<file path="config.mk">
export PLATFORM = sky130hd
export DESIGN_NAME = score_display
export DESIGN_NICKNAME = d
export VERILOG_FILES = /design/src/rtl/flappy_pkg.sv /design/src/rtl/ssd_digit_decoder.sv /design/src/rtl/score_display.sv
export SDC_FILE = /design/constraint.sdc
export NUM_CORES = 1
export LEC_CHECK = 0
export ABC_AREA = 1
export BUFFER_PORTS_ARGS = -buffer_cell sky130_fd_sc_hd__buf_2
export CELL_PAD_IN_SITES_DETAIL_PLACEMENT = 1
export CELL_PAD_IN_SITES_GLOBAL_PLACEMENT = 1
export CORE_ASPECT_RATIO = 1.1
export CORE_MARGIN = 8
export CORE_UTILIZATION = 29
export CTS_BUF_LIST = sky130_fd_sc_hd__clkbuf_16
export CTS_CLUSTER_DIAMETER = 100
export CTS_CLUSTER_SIZE = 14
export DETAILED_ROUTE_END_ITERATION = 8
export HOLD_SLACK_MARGIN = 0.12
export PLACE_DENSITY = 0.56
export SETUP_SLACK_MARGIN = 0.4
export SLEW_MARGIN = 20
export SYNTH_ARGS = -nofsm -noshare
export SYNTH_HDL_FRONTEND = slang
export SYNTH_SLANG_ARGS = --single-unit
</file>
<file path="constraint.sdc">
create_clock -name board_clk -period 2.3 [get_ports board_clk]
set_input_delay 0.46 -clock board_clk [delete_from_list [all_inputs] [get_ports board_clk]]
set_output_delay 0.46 -clock board_clk [all_outputs]
set_load 0.01 [all_outputs]
</file>
<file path="src/rtl/flappy_pkg.sv">
// Shared definitions for the score/display path: game state encoding,
// seven-segment codes (abcdefg, active-low) and a saturating BCD increment.
package flappy_pkg;

    typedef enum logic [1:0] {
        ST_IDLE = 2'd0,
        ST_PLAY = 2'd1,
        ST_OVER = 2'd2
    } game_state_t;

    localparam logic [6:0] SSD_0     = 7'b0000001;
    localparam logic [6:0] SSD_1     = 7'b1001111;
    localparam logic [6:0] SSD_2     = 7'b0010010;
    localparam logic [6:0] SSD_3     = 7'b0000110;
    localparam logic [6:0] SSD_4     = 7'b1001100;
    localparam logic [6:0] SSD_5     = 7'b0100100;
    localparam logic [6:0] SSD_6     = 7'b0100000;
    localparam logic [6:0] SSD_7     = 7'b0001111;
    localparam logic [6:0] SSD_8     = 7'b0000000;
    localparam logic [6:0] SSD_9     = 7'b0000100;
    localparam logic [6:0] SSD_BLANK = 7'b1111111;

    // Two-digit BCD increment that sticks at 99.
    function automatic logic [7:0] bcd_inc(input logic [7:0] v);
        if (v == 8'h99)
            return v;
        if (v[3:0] == 4'd9)
            return {v[7:4] + 4'd1, 4'd0};
        return {v[7:4], v[3:0] + 4'd1};
    endfunction

endpackage

</file>
<file path="src/rtl/ssd_digit_decoder.sv">
// Combinational BCD digit to seven-segment cathode decoder with blank and
// decimal-point control; outputs {Ca..Cg, Dp}, all active-low.
module ssd_digit_decoder
    import flappy_pkg::*;
(
    input  logic [3:0] digit,
    input  logic       blank,
    input  logic       dp_on,
    output logic [7:0] cathodes
);

    logic [6:0] seg;
    logic       valid;

    always_comb begin
        // NOTE: every combinational output gets a default before the case so no path leaves it unassigned (no latch).
        seg   = SSD_BLANK;
        valid = 1'b1;
        case (digit)
            4'd0: seg = SSD_0;
            4'd1: seg = SSD_1;
            4'd2: seg = SSD_2;
            4'd3: seg = SSD_3;
            4'd4: seg = SSD_4;
            4'd5: seg = SSD_5;
            4'd6: seg = SSD_6;
            4'd7: seg = SSD_7;
            4'd8: seg = SSD_8;
            4'd9: seg = SSD_9;
            default: valid = 1'b0;
        endcase
        cathodes = (blank || !valid) ? 8'hFF : {seg, ~dp_on};
    end

endmodule

</file>
<file path="src/rtl/score_display.sv">
// Score keeper for the game core: synchronizes game events, tracks current and
// high score in BCD, and time-multiplexes both onto the 4-digit display.
module score_display
    import flappy_pkg::*;
#(
    parameter int SCAN_BITS = 18,
    parameter bit BLANK_LZ  = 1'b1
) (
    input  logic       board_clk,
    input  logic       Reset,
    input  logic       score_evt,
    input  logic       game_clr,
    input  logic       lose,
    output logic [7:0] score_bcd,
    output logic [7:0] hiscore_bcd,
    output logic       game_over,
    output logic [3:0] an,
    output logic [7:0] cathodes
);

    localparam int CNT_W = SCAN_BITS + 2;

    // [0],[1] synchronize, [2] holds the previous synchronized value.
    logic [2:0] score_sync, clr_sync, lose_sync;
    logic       rise_score, rise_clr, rise_lose;

    always_ff @(posedge board_clk or posedge Reset) begin
        if (Reset) begin
            score_sync <= '0;
            clr_sync   <= '0;
            lose_sync  <= '0;
        end else begin
            // NOTE: non-blocking assignments let every flop sample the pre-edge value, which is what makes this a shift chain.
            score_sync <= {score_sync[1:0], score_evt};
            clr_sync   <= {clr_sync[1:0], game_clr};
            lose_sync  <= {lose_sync[1:0], lose};
        end
    end

    assign rise_score = score_sync[1] & ~score_sync[2];
    assign rise_clr   = clr_sync[1] & ~clr_sync[2];
    assign rise_lose  = lose_sync[1] & ~lose_sync[2];

    game_state_t state, state_nxt;

    always_ff @(posedge board_clk or posedge Reset) begin
        if (Reset) state <= ST_IDLE;
        else       state <= state_nxt;
    end

    always_comb begin
        state_nxt = state;
        case (state)
            ST_IDLE, ST_OVER: if (rise_clr)  state_nxt = ST_PLAY;
            ST_PLAY:          if (rise_lose) state_nxt = ST_OVER;
            default:          state_nxt = ST_IDLE;
        endcase
    end

    logic [7:0] score_q, hiscore_q, score_eff;

    // A point landing on the losing cycle still counts toward the high score.
    assign score_eff = rise_score ? bcd_inc(score_q) : score_q;

    always_ff @(posedge board_clk or posedge Reset) begin
        if (Reset) begin
            score_q   <= '0;
            hiscore_q <= '0;
        end else if (state == ST_PLAY) begin
            score_q <= score_eff;
            if (rise_lose && (score_eff > hiscore_q))
                hiscore_q <= score_eff;
        end else if (rise_clr) begin
            score_q <= '0;
        end
    end

    assign score_bcd   = score_q;
    assign hiscore_bcd = hiscore_q;
    assign game_over   = (state == ST_OVER);

    logic [CNT_W-1:0] cnt_q, cnt_nxt;
    logic [1:0]       sel_nxt;
    logic [3:0]       digit, an_nxt;
    logic             blank, dp_on;
    logic [7:0]       cath_nxt;

    // Decode for the slot the counter is entering so an/cathodes track the counter exactly.
    assign cnt_nxt = cnt_q + CNT_W'(1);
    assign sel_nxt = cnt_nxt[CNT_W-1 -: 2];

    always_comb begin
        digit  = score_q[3:0];
        blank  = 1'b0;
        dp_on  = 1'b0;
        an_nxt = 4'b1110;
        case (sel_nxt)
            2'd0: ;
            2'd1: begin
                digit  = score_q[7:4];
                blank  = BLANK_LZ && (score_q[7:4] == 4'd0);
                an_nxt = 4'b1101;
            end
            2'd2: begin
                digit  = hiscore_q[3:0];
                dp_on  = (state == ST_OVER);
                an_nxt = 4'b1011;
            end
            default: begin
                digit  = hiscore_q[7:4];
                blank  = BLANK_LZ && (hiscore_q[7:4] == 4'd0);
                an_nxt = 4'b0111;
            end
        endcase
    end

    ssd_digit_decoder u_decoder (
        .digit    (digit),
        .blank    (blank),
        .dp_on    (dp_on),
        .cathodes (cath_nxt)
    );

    always_ff @(posedge board_clk or posedge Reset) begin
        if (Reset) begin
            cnt_q    <= '0;
            an       <= 4'b1110;
            cathodes <= 8'b0000_0011;
        end else begin
            cnt_q    <= cnt_nxt;
            an       <= an_nxt;
            cathodes <= cath_nxt;
        end
    end

endmodule
</file>
# Yosys cells after proc, flatten, opt, wreduce, memory -nomap -nowiden
# Index checks and enable logic that the tools add are counted.
# W data, S select, Z words.
[word_totals]
register_bits = 59
inputBits = 5
out_inout_bits = 29
wordCells = 71
[op_classes]
add_sub_neg = 3
order_cmp = 1
eq_ne = 17
muxes = 20
bitwise_logic = 7
n_reduce_logical = 14
[op_table]
columns = ["operator", "n"]
rows = [
  ["$pmux W7 S10", 1],
  ["$mux W8", 8],
  ["$pmux W4 S3", 2],
  ["$add A20 B1 Y20 const B", 1],
  ["$eq A4 B3 Y1 const B", 4],
  ["$eq A4 B4 Y1 const B", 3],
  ["$logic_not A4 Y1", 3],
  ["$reduce_or A10 Y1", 1],
  ["$add A4 B1 Y4 const B", 2],
  ["$eq A4 B2 Y1 const B", 2],
  ["$eq A8 B8 Y1 const B", 1],
  ["$gt A8 B8 Y1", 1],
  ["$mux W1", 5],
  ["$eq A2 B1 Y1 const B", 2],
  ["$eq A2 B2 Y1 const B", 2],
  ["$eq A4 B1 Y1 const B", 1],
  ["$logic_not A2 Y1", 2],
  ["$mux W2", 2],
  ["$ne A2 B2 Y1 const B", 2],
  ["$not A1 Y1", 4],
  ["$pmux W2 S2", 1],
  ["$reduce_and A2 Y1", 2],
  ["$reduce_or A2 Y1", 2],
  ["$and A1 B1 Y1", 3],
  ["other kinds (5)", 5],
]

# Depth between registers and ports, before layout
[logic_depth]
word_depth = 9
ltp_mapped = 16
mapped_depth_nobuf = 16

# By module
# Synthesis repeated with hierarchy kept, for this count alone.
[hier_totals]
hier_cells = 339
area_unflattened_um2 = 3062.9
[by_module_without_submodules]
columns = ["module", "n_inst", "cells_per_inst", "area_each_um2", "seq_area_each_um2"]
rows = [
  ["score_display", 1, 307, 2931.6, 1482.7],
  ["ssd_digit_decoder", 1, 32, 131.4, 0.0],
]

# Worst setup path after synthesis
# OpenSTA, ideal clock, no wires.
[synth_timing]
kind = "reg2reg"
startpoint = "register score_q[1], in the netlist score_bcd[1]"
endpoint = "register hiscore_q[0], in the netlist hiscore_bcd[0]"
setup_ns = 0.135
t_arrival_ns = 2.398
t_required_ns = 2.165
setup_slack_ns = -0.233
stages_incl_launch_ff = 15
path_buffers = 1
synth_period_minus_slack_ns = 2.533
path_cell_list = "dfrtp_1 inv_1 ha_1 nand3_1 nor2_1 nand2_1 o21ai_0 inv_1 ha_1 nand4_1 nor3_1 nor2_1 nand2_1 clkbuf_1 o21ai_0"
[synth_via]
elab_chain_cells = 9
[synth_rtl]
columns = ["element", "line_no", "rtl"]
rows = [
  ["from (decl)", "score_display.sv:60", "logic [7:0] score_q, hiscore_q, score_eff;"],
  ["from (signal assigned)", "score_display.sv:70", "score_q <= score_eff;"],
  ["$eq A4 B4 Y1", "flappy_pkg.sv:27", "if (v[3:0] == 4'd9)"],
  ["$mux W1 (2 in a row)", "flappy_pkg.sv:27", ""],
  ["$mux W8", "flappy_pkg.sv:29", "return {v[7:4], v[3:0] + 4'd1};"],
  ["$mux W8 (*)", "flappy_pkg.sv:27", ""],
  ["$mux W8 (*)", "score_display.sv:63", "assign score_eff = rise_score ? bcd_inc(score_q) : score_q;"],
  ["named net score_eff[5]", "score_display.sv:60", ""],
  ["$gt A8 B8 Y1 (*)", "score_display.sv:71", "if (rise_lose && (score_eff > hiscore_q))"],
  ["$logic_and A1 B1 Y1 (*)", "score_display.sv:71", ""],
  ["$reduce_and A2 Y1 (no line) (*)", "n/a", ""],
  ["to (signal assigned)", "score_display.sv:72", "hiscore_q <= score_eff;"],
  ["to (decl)", "score_display.sv:60", ""],
]
# Mark *: on every way through the listed nets, which the timed path passes. The rest lies on a longest branch. The select of a mux whose other input is x is not followed.
# A chain may end at the register's enable or synchronous reset.

# Final worst setup path
[layout_timing]
startpoint = "register score_q[1], in the netlist score_bcd[1]"
endpoint = "register hiscore_q[3], in the netlist hiscore_bcd[3]"
[layout_via]
elab_chain_cells = 9
[layout_rtl]
columns = ["element", "line_no"]
rows = [
  ["$eq A4 B4 Y1", "flappy_pkg.sv:27"],
  ["$mux W1 (2 in a row)", "flappy_pkg.sv:27"],
  ["$mux W8", "flappy_pkg.sv:29"],
  ["$mux W8 (*)", "flappy_pkg.sv:27"],
  ["$mux W8 (*)", "score_display.sv:63"],
  ["named net score_eff[3]", "score_display.sv:60"],
  ["$gt A8 B8 Y1", "score_display.sv:71"],
  ["$logic_and A1 B1 Y1", "score_display.sv:71"],
  ["$reduce_and A2 Y1 (no line)", "n/a"],
]
# Marked as above.

==> impl_metrics.toml <==
[finish]
antenna_cells = 0
stdcell_area_mm2 = 0.004624
drive_gt1_frac = 0.5168
n_fill_cell = 1151
instances_no_fill = 567
seq_area_mm2 = 0.001484
layout_commonest_cell = "dfrtp_1"
syn_to_final_growth_pct = 56.88
final_cell_mix = "dfrtp_1, buf_4, nand2_1"
design.final.nets = 461
multi_input_area_mm2 = 0.001759

[sta]
hold_viol_final = 0
max_slew_margin = 0.7533
post-route-period-util = 1.054
setup_viol = 8
fin_tns_setup_ns = -0.7785
fmax_mhz = 412.5
worst_pin_slew_ns = 0.3692
rsz0062_at_grt = "yes"
period_minus_slack_ns = 2.424
slew_violations = 0
finClkSkew_ns = 0.009273
fin_ws_ns = -0.1241

[synth]
synth-seq-cells = 59
ys.flop_type = "dfrtp_1"
syn_area_per_cell_um2 = 8.960
yosysWarningCount = 0
syn_area_mm2 = 0.002948
synth_nets = 348
synthCells = 329
async_reset_ff_frac = 1.000
synth-seq-area-share = 0.5030
synth_edf_count = 0
ys_types = 30

[floorplanning]
num_io_pins = 34
fp.dieW_um = 112.1
std_cell_rows = 38
coreArea_mm2 = 0.009889
die_h_um = 121.7
initial_utilization = 0.2981
dieArea_mm2 = 0.01365

[placed_design]
routabilityCongestion = 0.8003
place_inst = 503
place_area_mm2 = 0.003525
port_buffers = 33
place_ws_ns = -0.1866
detailed_place_hpwl_mm = 5.823

[clock_tree]
clk_latency_ns = 0.33
clk_path_buf_depth = 2
cts_tree = "yes"
clockRootBuffer = "clkbuf_16"
htreeDepth = 3
cts_buffers = 9
clkSinkCount = 59
clkTransAtPathRegs_ns = 0.06

[setup_path]
required_ns = 2.51
ff2ff_setup_slack_ns = -0.12
path_max_fanout = 6
cp_top_family = "compound AO/OA/AOI/OAI gates"
arrival_ns = 2.63
path_class = "register to register"
cpPeakStageDelay_ns = 0.39
path_cells = "inv_2 > ha_4 > nand3_4 > buf_4 > o21ai_2 > inv_1 > a22oi_2 > ha_4 > nand2_1 > nor2_1 > a211oi_2 > o221ai_2 > nand2_2 > inv_2 > nand2_1 > o21ai_0"
start_kind = "register"
worst_path_max_delay_cell = "dfrtp_1"
worstPathBufferInverterCount = 4
critPathCaptureType = "register"

[global_routing]
antenna_found_initial = 0
grt_max_degree = 60
grt_pass1_vias = 2830
grt_pass1_wl_mm = 14.10
grt.overflow.total = 0
grt_usage = 0.1314

[detailed_routing]
drc = 0
wl_mm = 9.039
drt-initial-drc-count = 112
ant_nets = 0
firstDrtPassIters = 4
routed_via_density = 4.709
num_vias = 2670
wire_per_inst_um = 15.94

[pwr]
powerDensity_mw_per_mm2 = 878.8
leakage_uw = 0.002246
ir_worst_vdd_mv = 0.4249

[flow_run]
maxCapViolCount = 0

[run_status]
status = "finished with violations"
failed_checks = "negative setup slack"

[min_path]
hold_path_class = "primary input to asynchronous set/reset pin"
[what timing repair did]
| action | 4_1_cts | 5_1_grt |
|---|---|---|
| hold buffers | 0 | 0 |
| cloned | 1 | 2 |
| buffers inserted | 34 | 11 |
| resized for setup | 45 | 68 |
| pin swaps | 29 | 37 |
| endpoints found under the setup margin | 16 | 18 |
[registers in the layout, summed over array words and instances (netlist names), 3 cells and up]
signal,count
score_sync,3
lose_sync,3
an,4
score_bcd,8
clr_sync,3
cnt_q,20
hiscore_bcd,8
cathodes,8
[report_power, final]
| part | leakage [uW] | total [uW] | switching, uW | internal [uW] |
|---|---|---|---|---|
| Clock | 0.000126 | 1260 | 529 | 734 |
| Sequential | 0.000760 | 1260 | 92.3 | 1160 |
| Combinational | 0.00136 | 1540 | 843 | 701 |
[cell usage after synthesis, types with 3 or more instances]
library cell / n / share of area
o21ai_0: 19 / 0.032
ha_1: 14 / 0.059
nand2_2: 10 / 0.021
nor2_1: 22 / 0.028
nor3_1: 7 / 0.012
dfstp_2: 5 / 0.045
nand3_1: 32 / 0.054
nand2_1: 58 / 0.074
inv_1: 48 / 0.061
o21ai_1: 5 / 0.0085
o22ai_1: 7 / 0.015
xnor2_1: 8 / 0.024
dfrtp_1: 54 / 0.46
a21oi_1: 3 / 0.0051
nand4_1: 10 / 0.021
xor2_1: 9 / 0.027
[cell type report]
class / count / share of cell area
Clock buffer: 9 / 0.04870
Clock inverter: 7 / 0.01136
Inverter: 50 / 0.04140
Multi-Input combinational cell: 221 / 0.3804
Sequential cell: 59 / 0.3209
Tap cell: 120 / 0.03247
Timing Repair Buffer: 101 / 0.1648
[per-layer routing]
layer / track usage / part of all wire
met4: 0.04810 / 0.012
met2: 0.2241 / 0.52
met3: 0.03218 / 0.032
met1: 0.1585 / 0.44
met5: 0 / 0
[tightest hold or removal path: stages]
cell and delay, ns:
buf_2 0.11, clkinvlp_4 0.07, buf_12 0.29
[through the flow]
step	hold slack (ns)	utilization	power, uW
CTS	0.2166	0.4316	3864
floorplan	0.3312	-	1914
global placement	0.3345	0.3564	2351
finish	0.2089	0.4676	4064
detailed placement	0.3358	0.3564	2382
global route	0.2271	0.4676	4300
[final timing paths]
check	endpoint	cells past startpoint	from
worst max register to register	hiscore_bcd[3]	16	score_bcd[1]
worst max-delay path	hiscore_bcd[3]	16	score_bcd[1]
max in group asynchronous	cathodes[0]	3	Reset
min in group board_clk	lose_sync[0]	1	lose
worst min-delay path	cnt_q[4]	3	Reset
worst min register to register	clr_sync[1]	0	clr_sync[0]
[kinds of logic after synthesis]
kind of cell | after synthesis | synth area share
adders and majority gates | 14 | 0.05942
xor gates and xnor gates | 17 | 0.05051
AOI/OAI and AO/OA | 40 | 0.08065
DFF | 59 | 0.5030
and+or+nand+nor | 148 | 0.2415
buffers and inverters | 51 | 0.06494
Power figures use the tool's default switching activity.
